**src/rtl/pong_pkg.sv**
```systemverilog
// rtl/pong_pkg.sv - shared Pong states and playfield geometry
package pong_pkg;

  typedef enum logic [2:0] {
    ST_IDLE,
    ST_SERVE,
    ST_PLAY,
    ST_POINT,
    ST_GAME_OVER
  } state_e;

  // Geometry is shared with the renderer so drawn and simulated sprites agree
  localparam logic [9:0] H_VIS     = 10'd640;
  localparam logic [9:0] V_VIS     = 10'd480;
  localparam logic [9:0] BALL_SIZE = 10'd20;
  localparam logic [9:0] PAD_W     = 10'd15;
  localparam logic [9:0] PAD_H     = 10'd80;
  localparam logic [9:0] PAD_L_X   = 10'd0;
  localparam logic [9:0] PAD_R_X   = 10'd625;
  localparam logic [9:0] WALL_H    = 10'd6;
  localparam logic [9:0] PAD_STEP  = 10'd4;
  localparam logic [9:0] BALL_STEP = 10'd1;

  localparam logic [9:0] BALL_X0   = 10'd310;
  localparam logic [9:0] BALL_Y0   = 10'd230;
  localparam logic [9:0] PAD_Y0    = 10'd200;
  localparam logic [9:0] PAD_Y_MAX = V_VIS - WALL_H - PAD_H;

  localparam logic [5:0] SERVE_FRAMES = 6'd60;
  localparam logic [3:0] WIN_SCORE    = 4'd9;

endpackage

```
**src/rtl/pong_game_ctrl_paddle_mover.sv**
```systemverilog
// rtl/pong_game_ctrl_paddle_mover.sv - saturating paddle position register
module paddle_mover
  import pong_pkg::*;
(
  input  logic       clk_i,
  input  logic       rst_ni,
  input  logic       en_i,
  input  logic       up_i,
  input  logic       dn_i,
  output logic [9:0] y_o
);

  logic [9:0] y_q, y_d;

  // One step per enabled frame; both or neither button pressed holds position
  always_comb begin
    y_d = y_q;
    if (en_i && up_i && !dn_i) begin
      y_d = (y_q <= WALL_H + PAD_STEP) ? WALL_H : y_q - PAD_STEP;
    end else if (en_i && dn_i && !up_i) begin
      y_d = (y_q + PAD_STEP >= PAD_Y_MAX) ? PAD_Y_MAX : y_q + PAD_STEP;
    end
  end

  // Position register
  always_ff @(posedge clk_i or negedge rst_ni) begin
    if (!rst_ni) y_q <= PAD_Y0;
    else         y_q <= y_d;
  end

  assign y_o = y_q;

endmodule

```
**src/rtl/pong_game_ctrl.sv**
```systemverilog
// rtl/pong_game_ctrl.sv - frame-rate Pong game state, ball and score controller
module pong_game_ctrl
  import pong_pkg::*;
(
  input  logic       clk_i,
  input  logic       rst_ni,
  input  logic       frame_tick_i,
  input  logic       start_i,
  input  logic       up_l_i,
  input  logic       dn_l_i,
  input  logic       up_r_i,
  input  logic       dn_r_i,
  output logic [9:0] ball_x_o,
  output logic [9:0] ball_y_o,
  output logic [9:0] pad_l_y_o,
  output logic [9:0] pad_r_y_o,
  output logic [3:0] score_l_o,
  output logic [3:0] score_r_o,
  output logic       ball_visible_o,
  output logic       game_over_o
);

  state_e     state_q;
  logic [9:0] ball_x_q, ball_y_q;
  logic       x_dir_q;      // 1 = right
  logic       y_dir_q;      // 1 = down
  logic [5:0] serve_cnt_q;
  logic       scorer_r_q;   // 1 = right player scored the pending point
  logic [3:0] score_l_q, score_r_q;
  logic       visible_q, game_over_q;

  logic       pad_en;
  logic [9:0] pad_l_y, pad_r_y;
  logic       hit_l, hit_r, miss, miss_r_scores;
  logic       x_dir_d, y_dir_d;
  logic [9:0] ball_x_d, ball_y_d;
  logic [3:0] score_inc;

  assign pad_en = frame_tick_i && ((state_q == ST_SERVE) || (state_q == ST_PLAY));

  paddle_mover u_pad_l (
    .clk_i  (clk_i),
    .rst_ni (rst_ni),
    .en_i   (pad_en),
    .up_i   (up_l_i),
    .dn_i   (dn_l_i),
    .y_o    (pad_l_y)
  );

  paddle_mover u_pad_r (
    .clk_i  (clk_i),
    .rst_ni (rst_ni),
    .en_i   (pad_en),
    .up_i   (up_r_i),
    .dn_i   (dn_r_i),
    .y_o    (pad_r_y)
  );

  // Wall bounce, paddle hit and miss detection in frame order; terms are kept unsubtracted
  always_comb begin
    y_dir_d = y_dir_q;
    if (!y_dir_d && (ball_y_q <= WALL_H + BALL_STEP)) y_dir_d = 1'b1;
    if (y_dir_d && (ball_y_q + BALL_SIZE >= V_VIS - WALL_H - BALL_STEP)) y_dir_d = 1'b0;

    hit_l = (ball_x_q <= PAD_L_X + PAD_W) &&
            (ball_y_q + BALL_SIZE > pad_l_y) && (ball_y_q < pad_l_y + PAD_H);
    hit_r = (ball_x_q + BALL_SIZE >= PAD_R_X) &&
            (ball_y_q + BALL_SIZE > pad_r_y) && (ball_y_q < pad_r_y + PAD_H);

    x_dir_d       = x_dir_q;
    miss          = 1'b0;
    miss_r_scores = 1'b0;
    if (!x_dir_q) begin
      if (hit_l) begin
        x_dir_d = 1'b1;
      end else if (ball_x_q < BALL_STEP) begin
        miss          = 1'b1;
        miss_r_scores = 1'b1;
      end
    end else begin
      if (hit_r) begin
        x_dir_d = 1'b0;
      end else if (ball_x_q >= H_VIS - BALL_SIZE) begin
        miss = 1'b1;
      end
    end

    ball_x_d  = x_dir_d ? ball_x_q + BALL_STEP : ball_x_q - BALL_STEP;
    ball_y_d  = y_dir_d ? ball_y_q + BALL_STEP : ball_y_q - BALL_STEP;
    score_inc = (scorer_r_q ? score_r_q : score_l_q) + 4'd1;
  end

  // Game phase FSM with ball, score and visibility registers
  always_ff @(posedge clk_i or negedge rst_ni) begin
    if (!rst_ni) begin
      state_q     <= ST_IDLE;
      ball_x_q    <= BALL_X0;
      ball_y_q    <= BALL_Y0;
      x_dir_q     <= 1'b1;
      y_dir_q     <= 1'b1;
      serve_cnt_q <= '0;
      scorer_r_q  <= 1'b0;
      score_l_q   <= '0;
      score_r_q   <= '0;
      visible_q   <= 1'b0;
      game_over_q <= 1'b0;
    end else begin
      case (state_q)
        ST_IDLE, ST_GAME_OVER: begin
          if (start_i) begin
            score_l_q   <= '0;
            score_r_q   <= '0;
            ball_x_q    <= BALL_X0;
            ball_y_q    <= BALL_Y0;
            x_dir_q     <= 1'b1;
            y_dir_q     <= 1'b1;
            serve_cnt_q <= SERVE_FRAMES;
            state_q     <= ST_SERVE;
            visible_q   <= 1'b1;
            game_over_q <= 1'b0;
          end
        end
        ST_SERVE: begin
          if (frame_tick_i) begin
            serve_cnt_q <= serve_cnt_q - 6'd1;
            if (serve_cnt_q == 6'd1) state_q <= ST_PLAY;
          end
        end
        ST_PLAY: begin
          if (frame_tick_i) begin
            x_dir_q <= x_dir_d;
            y_dir_q <= y_dir_d;
            if (miss) begin
              state_q    <= ST_POINT;
              scorer_r_q <= miss_r_scores;
              visible_q  <= 1'b0;
            end else begin
              ball_x_q <= ball_x_d;
              ball_y_q <= ball_y_d;
            end
          end
        end
        ST_POINT: begin
          if (scorer_r_q) score_r_q <= score_inc;
          else            score_l_q <= score_inc;
          if (score_inc == WIN_SCORE) begin
            state_q     <= ST_GAME_OVER;
            game_over_q <= 1'b1;
          end else begin
            ball_x_q    <= BALL_X0;
            ball_y_q    <= BALL_Y0;
            x_dir_q     <= ~scorer_r_q;
            serve_cnt_q <= SERVE_FRAMES;
            state_q     <= ST_SERVE;
            visible_q   <= 1'b1;
          end
        end
        default: state_q <= ST_IDLE;
      endcase
    end
  end

  assign ball_x_o       = ball_x_q;
  assign ball_y_o       = ball_y_q;
  assign pad_l_y_o      = pad_l_y;
  assign pad_r_y_o      = pad_r_y;
  assign score_l_o      = score_l_q;
  assign score_r_o      = score_r_q;
  assign ball_visible_o = visible_q;
  assign game_over_o    = game_over_q;

endmodule

```
**config.mk**
```make
export PLATFORM = sky130hd
export DESIGN_NAME = pong_game_ctrl
export DESIGN_NICKNAME = d
export VERILOG_FILES = /design/src/rtl/pong_pkg.sv /design/src/rtl/pong_game_ctrl_paddle_mover.sv /design/src/rtl/pong_game_ctrl.sv
export SDC_FILE = /design/constraint.sdc
export NUM_CORES = 1
export LEC_CHECK = 0
export CORE_ASPECT_RATIO = 1.1
export CORE_UTILIZATION = 45
export DETAILED_ROUTE_END_ITERATION = 10
export GPL_ROUTABILITY_DRIVEN = 0
export GPL_TIMING_DRIVEN = 1
export PLACE_DENSITY = 0.68
export SYNTH_ARGS = -nofsm -noshare
export SYNTH_HDL_FRONTEND = slang
export SYNTH_SLANG_ARGS = --single-unit
```
**constraint.sdc**
```tcl
create_clock -name clk_i -period 4.2 [get_ports clk_i]
set_clock_uncertainty 0.2 [all_clocks]
set_input_delay 0.42 -clock clk_i [delete_from_list [all_inputs] [get_ports clk_i]]
set_output_delay 0.42 -clock clk_i [all_outputs]
set_load 0.005 [all_outputs]
```
# Word-level counts from Yosys, hierarchy flattened
# Index checks and enable logic that the tools add are counted.
classes:
  n_addsub: 14
  order_cmp: 14
  eq_ne: 16
  muxes: 61
  bitwise: 1
  n_reduce_logical: 39
op_table:
  columns: ["operator", "n"]
  rows:
  - ["$mux 10", 18]
  - ["$pmux 10 s3", 2]
  - ["$ge 10x9->1 const B", 3]
  - ["$le 10x4->1 const B", 3]
  - ["$add 10x1->10 const B", 2]
  - ["$add 10x3->10 const B", 2]
  - ["$add 10x5->10 const B", 2]
  - ["$add 10x7->10 const B", 2]
  - ["$ge 10x10->1 const B", 2]
  - ["$gt 10x10->1", 2]
  - ["$lt 10x10->1", 2]
  - ["$mux 1", 20]
  - ["$sub 10x1->10 const B", 2]
  - ["$sub 10x3->10 const B", 2]
  - ["$mux 3", 6]
  - ["$mux 6", 3]
  - ["$ne 2x2->1 const B", 9]
  - ["$pmux 6 s3", 1]
  - ["$mux 4", 4]
  - ["$pmux 4 s2", 2]
  - ["$logic_and 1x1->1", 15]
  - ["$reduce_and 3->1", 5]
  - ["$reduce_and 5->1", 3]
  - ["$pmux 3 s4", 1]
  - ["other kinds (20)", 32]
word_totals:
  reg_bits: 62
  inputBits: 8
  output_inout_bits: 50
  word_cells: 158

# Logic depth before layout (Yosys ltp)
logic_depth:
  depth_word: 10
  mapped_depth: 15
  mapped_depth_nobuf: 15

# Modules after synthesis
# A second synthesis with hierarchy kept.
unflattened:
  hier_cells: 706
  area_unflattened_um2: 5760.5
by_module_without_submodules:
  columns: ["mod", "n_inst", "cells_per_inst", "area_each_um2"]
  rows:
  - ["pong_game_ctrl", 1, 472, 3978.8]
  - ["paddle_mover", 2, 117, 890.9]

# Worst setup path after synthesis
# OpenSTA, ideal clock, no wires.
synth_timing:
  path_kind: "flip-flop to flip-flop"
  startpoint: "register ball_y_q[9] (netlist: ball_y_o[9])"
  endpoint: "register ball_y_q[9] (netlist: ball_y_o[9])"
  setup_time_ps: 118
  arrival_time_ps: 3598
  required_time_ps: 3882
  path_slack_ps: 284
  path_stages_with_launch: 14
  path_buffers: 0
  synth_period_minus_slack_ps: 3916
  path_cell_list: "dfrtp_1 -> or4_1 -> a2111oi_0 -> nor2_1 -> a311oi_1 -> inv_1 -> ha_1 -> a21oi_1 -> o211ai_1 -> o41ai_1 -> o21ai_0 -> xnor2_1 -> nor3b_1 -> a21o_1"
synth_via:
  elab_chain_cells: 9
  word_cells_on_any_way: 26
  cone_classes: "add/sub: 3; order compare: 6; eq/ne: 1; mux: 9; reduce/logical: 7"
synth_rtl:
  columns: ["item", "line", "rtl"]
  rows:
  - ["from (decl)", "pong_game_ctrl.sv:24", "logic [9:0] ball_x_q, ball_y_q;"]
  - ["from (signal assigned)", "pong_game_ctrl.sv:139", "ball_y_q <= ball_y_d;"]
  - ["branches (longest 9 deep; another with $add 10x5->10)", null, null]
# Several ways; the timed one is not identified. The select of a mux whose other input is x is not followed.
# A chain may end at the register's enable or synchronous reset.

# Worst setup path in the final report
layout_timing:
  startpoint: "register u_pad_l.y_q[7] (netlist: u_pad_l.y_o[7])"
  endpoint: "register ball_y_q[9] (netlist: ball_y_o[9])"
layout_via:
  elab_chain_cells: 7
  word_cells_on_any_way: 9
  cone_classes: "add/sub: 1; order compare: 2; eq/ne: 1; mux: 2; reduce/logical: 3"
layout_rtl:
  columns: ["item", "line", "rtl"]
  rows:
  - ["from (decl)", "pong_game_ctrl_paddle_mover.sv:13", "logic [9:0] y_q, y_d;"]
  - ["from (signal assigned)", "pong_game_ctrl_paddle_mover.sv:28", "else y_q <= y_d;"]
  - ["$add 10x7->10 or $gt 10x10->1 (tied branches)", "pong_game_ctrl.sv:66", "(ball_y_q + BALL_SIZE > pad_l_y) && (ball_y_q < pad_l_y + PAD_H);"]
  - ["$lt 10x10->1 or $logic_and 1x1->1 (tied branches)", "pong_game_ctrl.sv:66, pong_game_ctrl.sv:65", null]
  - ["$logic_and 1x1->1 (*)", "pong_game_ctrl.sv:66", null]
  - ["$mux 1 (*)", "pong_game_ctrl.sv:74", "if (hit_l) begin"]
  - ["$mux 1 (*)", "pong_game_ctrl.sv:73", "if (!x_dir_q) begin"]
  - ["$ne 2x2->1 (no line) (*)", null, null]
  - ["$reduce_and 5->1 (no line) (*)", null, null]
# Every way passes the cells marked *; elsewhere a longest branch is shown, timed or not.

==> impl_metrics.env <==
export IMPL_cp_start_kind="flop"
export IMPL_crit_required_ns=4.24
export IMPL_crit_type="flop to flop"
export IMPL_hold_viol=0
export IMPL_synthMuxAreaShare=0.0203
export IMPL_end_kind="flop"
export IMPL_cts_buffers_inserted=9
export IMPL_ir_worst_vdd_v=0.000411
export IMPL_postSynthCellCount=725
export IMPL_final_layout_size_suffix_gt1_frac=0.102
export IMPL_drt_pre_antenna_iters=8
export IMPL_cts_buffer_depth=2
export IMPL_dp_hpwl_um=12500
export IMPL_cts_sinks=60
export IMPL_synth_area_leaders="dfrtp_1 (18%), ha_1 (14%), dfstp_2 (7.9%), xnor2_1 (4.2%), nand2_1 (4.1%)"
export IMPL_fp_dieH_um=123
export IMPL_grt_overflow=0
export IMPL_start_util=0.467
export IMPL_coreArea_um2=12800
export IMPL_grtUsageTotal=0.252
export IMPL_clock_latency_ns=0.35
export IMPL_finalNetCount=851
export IMPL_holdWs_ns=0.301
export IMPL_final_area_um2=7000
export IMPL_p_per_area_nw_per_um2=898
export IMPL_synth_fa_ha_area_frac=0.141
export IMPL_wl_um=16700
export IMPL_ys_ff_latch=60
export IMPL_synth_xor_area_share=0.0586
export IMPL_finalSetupViolCount=0
export IMPL_drv_slew=0
export IMPL_final_util=0.546
export IMPL_wl_per_cell_um=17.9
export IMPL_fin_cells=938
export IMPL_p_leak_nw=2.95
export IMPL_yosysTopAreaCell="dfrtp_1"
export IMPL_antenna_cells=0
export IMPL_grt_antenna_before_repair=0
export IMPL_die_area_um2=13800
export IMPL_num_rows=43
export IMPL_place_ws_ns=0.115
export IMPL_crit_arrival_ns=3.97
export IMPL_p_total_mw=6.28
export IMPL_violations="DRC"
export IMPL_period_needed_ns=3.93
export IMPL_synth_top_family_by_area="compound AO/OA/AOI/OAI gates"
export IMPL_fmax_mhz=255
export IMPL_drt_iter0_markers=406
export IMPL_htree_num_levels=3
export IMPL_post_drt_via_cell_ratio=6.16
export IMPL_worstPathMaxFanout=13
export IMPL_ys_types=80
export IMPL_synth_seq_area_share=0.255
export IMPL_placed_area_um2=6670
export IMPL_worst_pin_slew_ns=1.02
export IMPL_outcome="finished, violations left"
export IMPL_grt_max_degree=43
export IMPL_finalSetupTns_ns=0
export IMPL_clk_pin_slew_ns=0.06
export IMPL_syn2layout_area_growth_pct=17.0
export IMPL_cts_tree="yes"
export IMPL_clock_root_buffer="clkbuf_16"
export IMPL_relSlewSlack=0.319
export IMPL_yosysWarnings=0
export IMPL_synth_compound_area_frac=0.233
export IMPL_pin_count=58
export IMPL_ant_nets=0
export IMPL_synth_top_area_share=0.176
export IMPL_syn_area_per_cell_um2=8.25
export IMPL_timing_final_crit_share=0.935
export IMPL_die_w_um=112
export IMPL_vias=5779
export IMPL_dp_cells=919
export IMPL_portBuffers=55
export IMPL_min_delay_path_class="flop to flop"
export IMPL_synth_main_ff_cell="dfrtp_1"
export IMPL_synth_edf_count=0
export IMPL_drv_cap=0
export IMPL_netlist_area_um2=5980
export IMPL_drc=7
export IMPL_grt_pass1_wl_um=27500
export IMPL_setup_slack_ns=0.272
export IMPL_r2r_slack_ns=0.27
export IMPL_synth_async_sr_flop_share=1.00
export IMPL_grt_pass1_vias=5540
export IMPL_synth_simple_gate_area_share=0.228
[state kept, by name, summed over array words and instances (netlist names)]
register	flops
score_l_o	4
serve_cnt_q	6
ball_x_o	10
x_dir_q	1
u_pad_l.y_o	9
scorer_r_q	1
state_q	3
ball_visible_o	1
y_dir_q	1
ball_y_o	10
game_over_o	1
score_r_o	4
u_pad_r.y_o	9
[cell families after synthesis]
group / count (synthesis)
DFF: 60
and+or+nand+nor: 263
adders and majority gates: 67
AOI/OAI and AO/OA: 198
other: 1
muxes: 12
xor gates and xnor gates: 40
buffers and inverters: 84
[placed cells by master, fill, tap and decap left out, types with 7 or more instances in the layout]
cell type        Yosys  layout
nand2b_1             9       9
o22ai_1              7       7
xnor2_1             29      29
dfrtp_1             42      42
nor3_1              34      34
o211ai_1            11      11
nand4_1             10      10
nor4b_1              9       9
a21oi_1             43      43
ha_1                66      66
inv_1               45      44
nand2_1             66      66
buf_4                4      21
and3_1              13      13
or3_1               13      13
mux2i_1             11      11
nor2_1              45      45
dfstp_2             18      18
a211oi_1            14      14
o21ai_0             44      44
clkdlybuf4s50_1      0      54
nand3_1             27      27
xor2_1              11      10
clkbuf_16            0       9
[layer usage]
metal	vias up	wire, µm	GRT usage
li1	2793	-	-
met1	2786	7380	0.316
met2	179	8360	0.440
met3	21	807	0.0377
met4	0	205	0.0895
met5	-	0	0
[report_power, final]
group | switching, mW | internal [mW] | leakage (nW) | total [mW]
Sequential | 0.407 | 0.836 | 0.700 | 1.24
Clock | 0.290 | 0.416 | 0.128 | 0.706
Combinational | 2.37 | 1.97 | 2.12 | 4.34
Total | 3.06 | 3.22 | 2.95 | 6.28
[cell type report]
| type | instances | area (µm²) |
|---|---|---|
| inverters | 46 | 173 |
| multi-input cells | 582 | 4110 |
| clock buffers | 11 | 243 |
| well taps | 157 | 196 |
| flip-flops and latches | 60 | 1520 |
| clock inverters | 5 | 36.3 |
| repair buffers | 77 | 713 |
| fillers | 1204 | 5810 |
[timing repair]
| item | in CTS | in global routing |
|---|---|---|
| buffers inserted | 0 | 2 |
| setup endpoints to repair | 0 | 7 |
| resized for setup | 0 | 7 |
| hold endpoints to repair | 13 | 0 |
| hold buffers | 1 | 0 |
[worst max-delay path, stage by stage, from the launching register on]
cell and delay, ns:
dfstp_2 0.61, inv_1 0.14, nor3_1 0.24, xnor2_1 0.16, ha_1 0.26, and4_1 0.20
a2111oi_4 0.35, and4bb_4 0.30, a311oi_1 0.14, a211oi_4 0.57, buf_4 0.32, o21ai_0 0.13
a21o_1 0.18
[cells in the mapped netlist, types with 4 or more instances]
library cell  instances
a2111oi_0             7
a211oi_1             14
a21oi_1              43
a221o_1               4
a311oi_1              6
a31oi_1               6
and2_1                4
and3_1               13
and4_1                4
buf_2                 4
buf_4                 4
clkbuf_1             24
dfrtp_1              42
dfstp_2              18
ha_1                 66
inv_1                45
mux2i_1              11
nand2_1              66
nand2b_1              9
nand3_1              27
nand4_1              10
nor2_1               45
nor2b_1               5
nor3_1               34
nor4_1                6
nor4b_1               9
o211ai_1             11
o21a_1                4
o21ai_0              44
o22a_2                4
o22ai_1               7
o31ai_1               5
or2_2                 5
or3_1                13
xnor2_1              29
xor2_1               11
[final timing paths]
path / startpoint / to / depth (start not counted)
worst max-delay path: u_pad_l.y_o[7] / ball_y_o[9] / 12
worst min-delay path: serve_cnt_q[1] / serve_cnt_q[1] / 2
worst max register to register: u_pad_l.y_o[7] / ball_y_o[9] / 12
worst min register to register: serve_cnt_q[1] / serve_cnt_q[1] / 2
max in group asynchronous: rst_ni / serve_cnt_q[4] / 3
min in group asynchronous: rst_ni / u_pad_r.y_o[1] / 2
No activity file was read; power rests on OpenSTA's default activity.
